===== src/rtl/mmio_pkg.sv =====
// Shared definitions for the MIPS data-side bus controller: IO offsets, FSM states, region decode.
package mmio_pkg;

  localparam logic [31:0] LED_OFF = 32'h0000_0060;
  localparam logic [31:0] SW_OFF  = 32'h0000_0070;

  typedef enum logic [1:0] {IDLE, WAIT, DONE} state_e;
  typedef enum logic [1:0] {REG_RAM, REG_LED, REG_SW, REG_BAD} region_e;

  // Word-granular decode; the byte offset inside a word never selects a different target
  function automatic region_e decode_region(input logic [31:0] addr, input logic [31:0] io_base);
    logic [31:0] word;
    word = {addr[31:2], 2'b00};
    if (addr < io_base)                return REG_RAM;
    else if (word == io_base + LED_OFF) return REG_LED;
    else if (word == io_base + SW_OFF)  return REG_SW;
    else                                return REG_BAD;
  endfunction

endpackage


===== src/rtl/sw_sync_debounce.sv =====
// Two-flop synchroniser for the board switches; MMIO_DEBOUNCE_EN adds a per-bit stability filter.
module sw_sync_debounce #(
  parameter int unsigned N_SW    = 24,
  parameter logic [15:0] DEB_CYC = 16'd50000
) (
  input  logic            clock,
  input  logic            rst_n,
  input  logic [N_SW-1:0] sw_in,
  output logic [N_SW-1:0] sw_out
);

  logic [N_SW-1:0] sync1_q, sync2_q;

  always_ff @(posedge clock or negedge rst_n) begin
    if (!rst_n) begin
      sync1_q <= '0;
      sync2_q <= '0;
    end else begin
      sync1_q <= sw_in;
      sync2_q <= sync1_q;
    end
  end

`ifdef MMIO_DEBOUNCE_EN
  logic [N_SW-1:0][15:0] cnt_q;
  logic [N_SW-1:0]       out_q;

  // A bit flips only after DEB_CYC consecutive samples disagreeing with the current value
  always_ff @(posedge clock or negedge rst_n) begin
    if (!rst_n) begin
      cnt_q <= '0;
      out_q <= '0;
    end else begin
      for (int i = 0; i < N_SW; i++) begin
        if (sync2_q[i] == out_q[i]) begin
          cnt_q[i] <= '0;
        end else if (cnt_q[i] == DEB_CYC - 16'd1) begin
          out_q[i] <= sync2_q[i];
          cnt_q[i] <= '0;
        end else begin
          cnt_q[i] <= cnt_q[i] + 16'd1;
        end
      end
    end
  end

  assign sw_out = out_q;
`else
  logic unused_deb;
  assign unused_deb = ^DEB_CYC;
  assign sw_out     = sync2_q;
`endif

endmodule


===== src/rtl/mmio_bus_ctrl.sv =====
// Data-side bus controller: RAM/LED/SW decode, load stall FSM, LED and read-data registers.
// Build with MMIO_DEBOUNCE_EN to debounce the switch register.
module mmio_bus_ctrl import mmio_pkg::*; #(
  parameter int unsigned DATA_W  = 32,
  parameter int unsigned RAM_AW  = 14,
  parameter int unsigned RAM_LAT = 1,
  parameter int unsigned N_LED   = 24,
  parameter int unsigned N_SW    = 24,
  parameter logic [31:0] IO_BASE = 32'hFFFF_FC00,
  parameter logic [15:0] DEB_CYC = 16'd50000
) (
  input  logic              clock,
  input  logic              rst_n,
  input  logic [31:0]       cpu_addr,
  input  logic [DATA_W-1:0] cpu_wdata,
  input  logic              cpu_rd,
  input  logic              cpu_wr,
  output logic [DATA_W-1:0] cpu_rdata,
  output logic              cpu_stall,
  output logic [RAM_AW-1:0] ram_addr,
  output logic              ram_we,
  output logic [DATA_W-1:0] ram_wdata,
  input  logic [DATA_W-1:0] ram_rdata,
  input  logic [N_SW-1:0]   sw_in,
  output logic [N_LED-1:0]  led_out,
  output logic              bus_err
);

  localparam int unsigned CNT_W = 2;

  state_e            state_q, state_d;
  region_e           region;
  logic [CNT_W-1:0]  cnt_q, cnt_d;
  logic [RAM_AW-1:0] addr_q, addr_d, cpu_word;
  logic [DATA_W-1:0] rdata_q;
  logic [N_LED-1:0]  led_q;
  logic [N_SW-1:0]   sw_val;
  logic              rd_req, wr_req, cap, led_we, err_set;

  sw_sync_debounce #(.N_SW(N_SW), .DEB_CYC(DEB_CYC)) u_sw (
    .clock  (clock),
    .rst_n  (rst_n),
    .sw_in  (sw_in),
    .sw_out (sw_val)
  );

  // Requests are masked while reset is held so the core sees no stall or write strobe
  assign rd_req    = rst_n & cpu_rd & ~cpu_wr;
  assign wr_req    = rst_n & cpu_wr;
  assign region    = decode_region(cpu_addr, IO_BASE);
  assign cpu_word  = cpu_addr[RAM_AW+1:2];
  assign ram_addr  = (state_q == IDLE) ? cpu_word : addr_q;
  assign ram_wdata = cpu_wdata;
  assign led_out   = led_q;
  assign err_set   = (cpu_rd & cpu_wr) | ((cpu_rd | cpu_wr) & (region == REG_BAD));

  // Next-state and bus outputs
  always_comb begin
    state_d   = state_q;
    cnt_d     = cnt_q;
    addr_d    = addr_q;
    cap       = 1'b0;
    led_we    = 1'b0;
    ram_we    = 1'b0;
    cpu_stall = 1'b0;
    cpu_rdata = '0;
    case (state_q)
      IDLE: begin
        if (wr_req) begin
          ram_we = (region == REG_RAM);
          led_we = (region == REG_LED);
        end else if (rd_req) begin
          case (region)
            REG_RAM: begin
              cpu_stall = 1'b1;
              cnt_d     = CNT_W'(RAM_LAT - 1);
              addr_d    = cpu_word;
              state_d   = WAIT;
            end
            REG_LED: cpu_rdata = DATA_W'(led_q);
            REG_SW:  cpu_rdata = DATA_W'(sw_val);
            default: cpu_rdata = '0;
          endcase
        end
      end
      WAIT: begin
        cpu_stall = 1'b1;
        if (!cpu_rd) begin
          state_d = IDLE;
        end else if (cnt_q == '0) begin
          cap     = 1'b1;
          state_d = DONE;
        end else begin
          cnt_d = cnt_q - CNT_W'(1);
        end
      end
      DONE: begin
        cpu_rdata = rdata_q;
        state_d   = IDLE;
      end
      default: state_d = IDLE;
    endcase
  end

  always_ff @(posedge clock or negedge rst_n) begin
    if (!rst_n) begin
      state_q <= IDLE;
      cnt_q   <= '0;
      addr_q  <= '0;
      rdata_q <= '0;
      led_q   <= '0;
      bus_err <= 1'b0;
    end else begin
      state_q <= state_d;
      cnt_q   <= cnt_d;
      addr_q  <= addr_d;
      if (cap)     rdata_q <= ram_rdata;
      if (led_we)  led_q   <= cpu_wdata[N_LED-1:0];
      if (err_set) bus_err <= 1'b1;
    end
  end

endmodule

===== config.mk =====
export PLATFORM = sky130hd
export DESIGN_NAME = mmio_bus_ctrl
export DESIGN_NICKNAME = d
export VERILOG_FILES = /design/src/rtl/mmio_pkg.sv /design/src/rtl/sw_sync_debounce.sv /design/src/rtl/mmio_bus_ctrl.sv
export SDC_FILE = /design/constraint.sdc
export NUM_CORES = 1
export LEC_CHECK = 0
export BUFFER_PORTS_ARGS = -buffer_cell sky130_fd_sc_hd__buf_2
export CAP_MARGIN = 20
export CELL_PAD_IN_SITES_DETAIL_PLACEMENT = 0
export CELL_PAD_IN_SITES_GLOBAL_PLACEMENT = 1
export CORE_ASPECT_RATIO = 1.2
export CORE_UTILIZATION = 41
export CTS_BUF_LIST = sky130_fd_sc_hd__clkbuf_4 sky130_fd_sc_hd__clkbuf_8
export CTS_CLUSTER_DIAMETER = 30
export DETAILED_ROUTE_END_ITERATION = 10
export PLACE_DENSITY = 0.94
export SETUP_SLACK_MARGIN = 0.02
export SLEW_MARGIN = 10
export SYNTH_ARGS = -nofsm -noshare
export SYNTH_HDL_FRONTEND = slang
export SYNTH_SLANG_ARGS = --single-unit

===== constraint.sdc =====
create_clock -name clock -period 5 [get_ports clock]
set_clock_uncertainty 0.2 [all_clocks]
set_input_delay 1 -clock clock [delete_from_list [all_inputs] [get_ports clock]]
set_output_delay 1 -clock clock [all_outputs]
set_load 0.02 [all_outputs]

==> summary.md, run 1 <==
| Metric | Value |
|---|---|
| Run status | `complete, no violations` |
| Internal power contribution | `1720 uW` |
| Data arrival time of the worst path | `3.26 ns` |
| Count of distinct cell types in the synthesized netlist | `36` |
| Launch point of the worst hold path | `u_sw.sync1_q[18]$_DFF_PN0_` |
| Clock buffer count from CTS | `17` |
| Effective utilization at floorplan | `0.420` |
| Post-layout min period | `4.46 ns` |
| Max stage delay cell, worst path | `nor4b_1` |
| Top cells by area, synth | `dfrtp_1 58%, mux2_2 11%, mux2_4 8.5%` |
| Top-area cell type share of the netlist area | `0.579` |
| Maximum buffer depth of the clock tree | `2` |
| Post-layout net count | `700` |
| Cell taking the most area after synthesis | `dfrtp_1` |
| Share of final-layout standard cells stronger than drive strength 1 | `0.580` |
| Detailed-route wire length | `12400 um` |
| Residual DRC count | `0` |
| Setup repair bufs after CTS | `0` |
| Syn avg cell area | `13.8 um2` |
| First-pass detailed-route iteration total | `4` |
| RSZ-0062 raised after global routing | `false` |
| Number of cells in the finished layout apart from fillers | `748` |
| CTS-repair resized insts | `0` |
| Total clock sinks | `123` |
| Switching share of power | `0.246` |
| Netlist Area Pre-Place | `5320 um2` |
| Register clock-pin slew on the reported worst setup and hold paths | `0.06 ns` |
| Setup-failing EPs final | `0` |
| Critical Path Fanout Max | `24` |
| Category of the critical setup timing path | `in -> out` |
| Tot Pwr | `2280 uW` |
| Flops & latches, synth | `123` |
| I/O pin total | `229` |
| Core area | `12700 um2` |
| Worst Max-Slew Pin Slew | `0.674 ns` |
| Max-cap viol count | `0` |
| Fin. max-slew vios | `0` |
| Data required time of the critical path | `3.80 ns` |
| Ordered list of cells on the worst path | `buf_2 > nor4b_1 > nand2_1 > and3_1 > ha_1 > nor3b_1 > nand3_1 > buf_4 > o21ai_0 > buf_2` |
| Reg-to-Reg Start | `state_q[0]$_DFFE_PN0P_` |
| Number of rows in the core area | `45` |
| Termination of the worst setup path | `cpu_rdata[13]` |
| R2R setup slack | `2.66 ns` |
| Worst Setup End Kind | `primary output` |
| Worst R2R Path Depth | `3` |
| Largest voltage drop on the vdd net | `0.165 mV` |
| Avg Vias per Cell | `4.98` |
| Post-route antenna net violation count | `0` |
| Maximum clock frequency | `224 MHz` |
| Filler cell count | `1128` |
| Number of nets in the synthesized netlist | `515` |
| Worst hold path type | `reg -> reg` |
| Crit path launch type | `primary input` |
| Number of hold violations in the final report | `0` |
| TritonCTS clock tree | `built` |
| Delay-heaviest family, CP | `simple AND/OR/NAND/NOR gates` |
| Vertical die dimension | `127 um` |
| Half-perimeter wire length after detailed placement | `8780 um` |
| Most repeated library cell on the critical path | `buf_2` |
| Number of instances in the synthesized netlist | `386` |
| Later-pin clock latency in the skew report | `0.42 ns` |
| Maximum level of the CTS H-tree | `4` |
| Clk network pwr share | `0.374` |
| Endpoint of the most critical register-to-register path | `led_out[2]$_DFFE_PN0P_` |
| Maximum single-stage delay on the critical path | `0.46 ns` |
| Global-route congestion overflow total | `0` |
| X dimension of the die | `106 um` |
| Vias in the first global route | `3888` |
| Root Buffer | `clkbuf_8` |
| RePlAce Congestion | `0.768` |
| Fraction of the yosys area taken by sequential cells | `0.579` |
| First-pass GRT wire length | `19300 um` |
| Count of buffer and inverter cells on the critical path | `3` |
| Number of buffers inserted by hold repair at cts | `0` |
| Port Buffer Count | `210` |
| Total number of vias | `3728` |
| Largest net degree at the start of global routing | `55` |
| Final worst path period share | `0.891` |
| Total Die Area | `13400 um2` |
| P&R area growth vs syn | `24.8%` |
| Pwr/cell area | `344 nW/um2` |
| Routed wirelength normalized by instance count | `16.6 um` |
| Critical path origin | `cpu_addr[9]` |
| Combinational share of power | `0.119` |
| Cell depth of the worst setup path | `10` |
| Total negative setup slack | `0 ns` |
| Sequential share of power | `0.506` |
| Total leakage power | `0.00331 uW` |
| Slew HR | `0.550` |
| Number of placed cells counting well taps | `716` |
| Switching pwr | `562 uW` |
| First DRT Iteration DRCs | `122` |
| Number of antenna violations at the first check in global routing | `2` |
| Synthesis Warnings | `0` |
| GRT Resource Usage Total | `0.190` |
## registers in the layout, indices dropped and copies added (netlist names)
| register | count |
|---|---|
| u_sw.sync1_q | 24 |
| cnt_q | 2 |
| addr_q | 14 |
| led_out | 24 |
| rdata_q | 32 |
| state_q | 2 |
| bus_err | 1 |
| u_sw.sw_out | 24 |
## cells in the final DEF (no fill, tap or decap), types with 9 or more instances in the layout
cell type    n
mux2_2      54
buf_4        9
buf_2      209
o21ai_1     15
dfrtp_1    123
o21ai_0      9
nand2_1     27
a22oi_1     24
mux2_4      30
clkbuf_8    19
## synth_stat cells (all sizes together)
cell type	count
nor4bb	1
a21oi	1
and4	2
or3b	1
nor2b	2
a22oi	24
nand3	3
mux2	84
and4b	1
and2	9
dfrtp	123
o21ai	24
nor3b	1
and3	2
nand2	27
nand4	5
clkbuf	10
nor2	4
ha	5
nand4b	1
nor4b	2
o22ai	1
buf	42
o21bai	2
mux2i	2
a22o	2
inv	4
nor4	1
## power groups by stage
stage	registers [uW]	clock network [uW]	logic (uW)
after global placement	1170	0	266
after detailed placement	1170	0	278
after CTS	1160	880	278
after global routing	1170	920	298
final	1160	855	272
after floorplan	1160	0	191
## metal layers
layer	up-vias	track usage	routed length, um
met5	-	0	14
met4	2	0.0735	208
met3	24	0.0488	599
met2	141	0.337	6530
met1	1864	0.218	5070
li1	1697	-	-
## layout make-up
| cell class | instances | area, um2 | area share |
|---|---|---|---|
| flip-flops and latches | 123 | 3080 | 0.464 |
| multi-input cells | 207 | 1830 | 0.276 |
| clock inverters | 11 | 119 | 0.0179 |
| inverters | 4 | 15.0 | 0.00226 |
| diodes | 1 | 2.50 | 0.000377 |
| well taps | 164 | 205 | 0.0309 |
| clock buffers | 20 | 269 | 0.0405 |
| repair buffers | 218 | 1110 | 0.168 |
## per-stage QoR
| step | worst slack [ns] | area [um2] | hold WS, ns | utilization |
|---|---|---|---|---|
| 4_1_cts | 0.519 | 6630 | 0.150 | 0.524 |
| 3_5_place_dp | 0.527 | 6250 | 0.135 | 0.493 |
| 2_1_floorplan | 0.778 | 5320 | 0.131 | - |
| 6_report | 0.543 | 6640 | 0.148 | 0.524 |
| 3_3_place_gp | 0.553 | 6250 | 0.131 | 0.493 |
| 5_1_grt | 0.318 | 6630 | 0.156 | 0.524 |
## worst min path at each step
| stage | cells after the start | endpoint |
|---|---|---|
| 2_1_floorplan | 0 | u_sw.sw_out[0]$_DFF_PN0_ |
| 5_1_grt | 0 | u_sw.sw_out[12]$_DFF_PN0_ |
| 3_5_place_dp | 0 | u_sw.sw_out[13]$_DFF_PN0_ |
| 4_1_cts | 0 | u_sw.sw_out[0]$_DFF_PN0_ |
| 3_3_place_gp | 0 | u_sw.sw_out[21]$_DFF_PN0_ |
| 6_report | 0 | u_sw.sw_out[18]$_DFF_PN0_ |
## kinds of logic (layout without fill, tap and decap cells)
family | after synthesis | in the layout | share of synthesized area
fa+ha+maj | 5 | 5 | 0.0118
buf+inv | 56 | 253 | 0.0765
simple gates | 62 | 62 | 0.0652
mux | 86 | 86 | 0.203
compound gates | 54 | 54 | 0.0647
other cells | 0 | 1 | 0
flops | 123 | 123 | 0.579
No activity file was read; power rests on OpenSTA's default activity.
==> run 2: changes to the inputs <==
--- a/config.mk
+++ b/config.mk
@@ -5,7 +5,7 @@
 export SDC_FILE = /design/constraint.sdc
 export NUM_CORES = 1
 export LEC_CHECK = 0
-export BUFFER_PORTS_ARGS = -buffer_cell sky130_fd_sc_hd__buf_2
+export BUFFER_PORTS_ARGS = -buffer_cell sky130_fd_sc_hd__buf_4
 export CAP_MARGIN = 20
 export CELL_PAD_IN_SITES_DETAIL_PLACEMENT = 0
 export CELL_PAD_IN_SITES_GLOBAL_PLACEMENT = 1
==> summary.md, run 2 (synthesis results as in run 1) <==
| Metric | Value |
|---|---|
| First-pass GRT wire length | `19600 um (+1.4%)` |
| Register clock-pin slew on the reported worst setup and hold paths | `0.06 ns (about the same)` |
| Number of placed cells counting well taps | `716 (unchanged)` |
| Count of buffer and inverter cells on the critical path | `3 (unchanged)` |
| Antenna diode count | `0 (-1)` |
| Maximum level of the CTS H-tree | `4 (unchanged)` |
| Highest layer used for signal routing | `met4` |
| Effective utilization at floorplan | `0.420 (unchanged)` |
| Core area | `12700 um2 (unchanged)` |
| Number of antenna violations at the first check in global routing | `0 (-2)` |
| Total number of vias | `3691 (-0.99%)` |
| Worst Max-Slew Pin Slew | `0.903 ns (+0.229 ns)` |
| Critical Path Fanout Max | `13 (-46%)` |
| Max stage delay cell, worst path | `nor4b_1` |
| Multi-input gate area | `1830 um2 (unchanged)` |
| Setup Slack @ Placement | `0.458 ns (-0.0689 ns)` |
| Top library cells by usage in the layout, fill and taps aside | `218 x buf_4, 123 x dfrtp_1, 54 x mux2_2` |
| Run status | `complete, no violations` |
| Crit path launch type | `primary input` |
| Worst R2R Path Depth | `3 (unchanged)` |
| Slew HR | `0.398 (-0.153)` |
| Post-layout min period | `4.49 ns (+0.0363 ns)` |
| Fin. max-slew vios | `0 (unchanged)` |
| Post-route antenna net violation count | `0 (unchanged)` |
| Ordered list of cells on the worst path | `buf_4 > nor4b_1 > nand2_1 > and3_1 > ha_1 > nor3b_1 > nand3_1 > buf_4 > o21ai_0 > buf_4` |
| Maximum single-stage delay on the critical path | `0.47 ns (about the same)` |
| Delay-heaviest family, CP | `simple AND/OR/NAND/NOR gates` |
| Worst hold path depth | `0 (unchanged)` |
| Worst hold path type | `reg -> reg` |
| Total leakage power | `0.00347 uW (+4.8%)` |
| Later-pin clock latency in the skew report | `0.42 ns (about the same)` |
| Post-layout net count | `700 (unchanged)` |
| Largest net degree at the start of global routing | `75 (+36%)` |
| Met2 wirelength from detailed routing | `6580 um (+0.78%)` |
| Total clock sinks | `123 (unchanged)` |
| Category of the critical setup timing path | `in -> out` |
| Total Die Area | `13400 um2 (unchanged)` |
| Setup-failing EPs final | `0 (unchanged)` |
| X dimension of the die | `106 um (unchanged)` |
| Cell depth of the worst setup path | `10 (unchanged)` |
| Root Buffer | `clkbuf_8` |
| Setup repair bufs after CTS | `0 (unchanged)` |
| Port Buffer Count | `210 (unchanged)` |
| Number of rows in the core area | `45 (unchanged)` |
| Vertical die dimension | `127 um (unchanged)` |
| Total negative setup slack | `0 ns (unchanged)` |
| Switching pwr | `547 uW (-2.7%)` |
| Routed wirelength normalized by instance count | `16.8 um (+1.1%)` |
| Maximum buffer depth of the clock tree | `2 (unchanged)` |
| RePlAce Congestion | `0.771 (+0.39%)` |
| Register Area | `3080 um2 (unchanged)` |
| TritonCTS clock tree | `built` |
| CTS-repair resized insts | `0 (unchanged)` |
| Clock buffer count from CTS | `17 (unchanged)` |
| Switching share of power | `0.225 (-0.0212)` |
| Avg Vias per Cell | `4.95 (-0.59%)` |
| Max-cap viol count | `0 (unchanged)` |
| GRT Resource Usage Total | `0.192 (+0.00218)` |
| Sequential share of power | `0.476 (-0.030)` |
| RSZ-0062 raised after global routing | `false` |
| Share of final-layout standard cells stronger than drive strength 1 | `0.578 (-0.00145)` |
| DP Area | `6770 um2 (+8.4%)` |
| Combinational share of power | `0.128 (+0.009)` |
| Clk network pwr share | `0.396 (+0.022)` |
| Vias in the first global route | `3833 (-1.4%)` |
| Detailed-route wire length | `12500 um (+0.73%)` |
| Residual DRC count | `0 (unchanged)` |
| Tot Pwr | `2430 uW (+6.5%)` |
| Number of cells in the finished layout apart from fillers | `745 (-0.40%)` |
| Largest voltage drop on the vdd net | `0.165 mV (about the same)` |
| Most common cell after layout, fill and taps aside | `buf_4` |
| Half-perimeter wire length after detailed placement | `8850 um (+0.77%)` |
| P&R area growth vs syn | `35.5%` |
| First DRT Iteration DRCs | `190 (+56%)` |
| Largest register by flop count | `rdata_q` |
| Met1 wire length | `5020 um (-0.95%)` |
| Number of hold violations in the final report | `0 (unchanged)` |
| Pwr/cell area | `338 nW/um2 (-1.9%)` |
| Data arrival time of the worst path | `3.29 ns (+0.03 ns)` |
| First-pass detailed-route iteration total | `4 (unchanged)` |
| Setup WS post-layout | `0.507 ns (-0.0363 ns)` |
| Final worst path period share | `0.899 (+0.00726)` |
| Routed met3 length | `673 um (+12%)` |
| Cell area after layout | `7200 um2 (+8.6%)` |
| Filler cell count | `1032 (-8.5%)` |
| I/O pin total | `229 (unchanged)` |
| Number of flip-flops under the largest register name | `32 (unchanged)` |
| Most repeated library cell on the critical path | `buf_4` |
| Global-route congestion overflow total | `0 (unchanged)` |
| Internal power contribution | `1890 uW (+9.5%)` |
| Maximum clock frequency | `223 MHz (-0.81%)` |
| Number of buffers inserted by hold repair at cts | `0 (unchanged)` |
| Data required time of the critical path | `3.80 ns (about the same)` |
| Worst Setup End Kind | `primary output` |
run 2: cell types whose count changed in the layout (fill, tap and decap cells not counted), sizes merged:
cell	delta
bufinv	+2
clkbuf	+2
clkinv	-1
clkinvlp	-4
diode	-1
inv	-1
run 2: final timing paths:
check | start | to | slack [ns]
worst max-delay path | cpu_addr[9] | cpu_rdata[14] | 0.51
worst min-delay path | u_sw.sync1_q[3]$_DFF_PN0_ | u_sw.sw_out[3]$_DFF_PN0_ | 0.15
worst max register to register | state_q[0]$_DFFE_PN0P_ | led_out[1]$_DFFE_PN0P_ | 2.68
worst min register to register | u_sw.sync1_q[3]$_DFF_PN0_ | u_sw.sw_out[3]$_DFF_PN0_ | 0.15
max in group asynchronous | rst_n | rdata_q[16]$_DFFE_PN0P_ | 2.80
min in group asynchronous | rst_n | u_sw.sync1_q[3]$_DFF_PN0_ | 0.42
run 2: metal layers:
| metal | GRT usage | up-vias |
|---|---|---|
| met4 | 0.0858 | 0 |
| met3 | 0.0504 | 20 |
| li1 | - | 1695 |
| met2 | 0.329 | 146 |
| met5 | 0 | - |
| met1 | 0.225 | 1830 |
run 2: area by class of cell:
class	instances	area share
clock inverter	7	0.0193
sequential	123	0.427
multi-input combinational	207	0.255
inverter	4	0.00208
clock buffer	22	0.0412
timing repair buffer	218	0.227
tap	164	0.0285
run 2: power groups by stage:
stage	Combinational (uW)	Sequential [uW]	Clock [uW]
global placement	307	1170	0
global route	336	1170	1030
detailed placement	318	1170	0
CTS	318	1160	983
floorplan	191	1160	0
finish	312	1160	963
run 2: metrics by stage:
stage / util / hold WS, ns
floorplan: - / 0.131
global placement: 0.534 / 0.131
detailed placement: 0.534 / 0.135
CTS: 0.569 / 0.149
global route: 0.569 / 0.153
finish: 0.569 / 0.148
run 2: worst reg2reg max path, cell delays in order (launching register included):
cell     delay, ns
dfrtp_1       0.48
nor2_4        0.46
and4_4        0.64
mux2_2        0.42
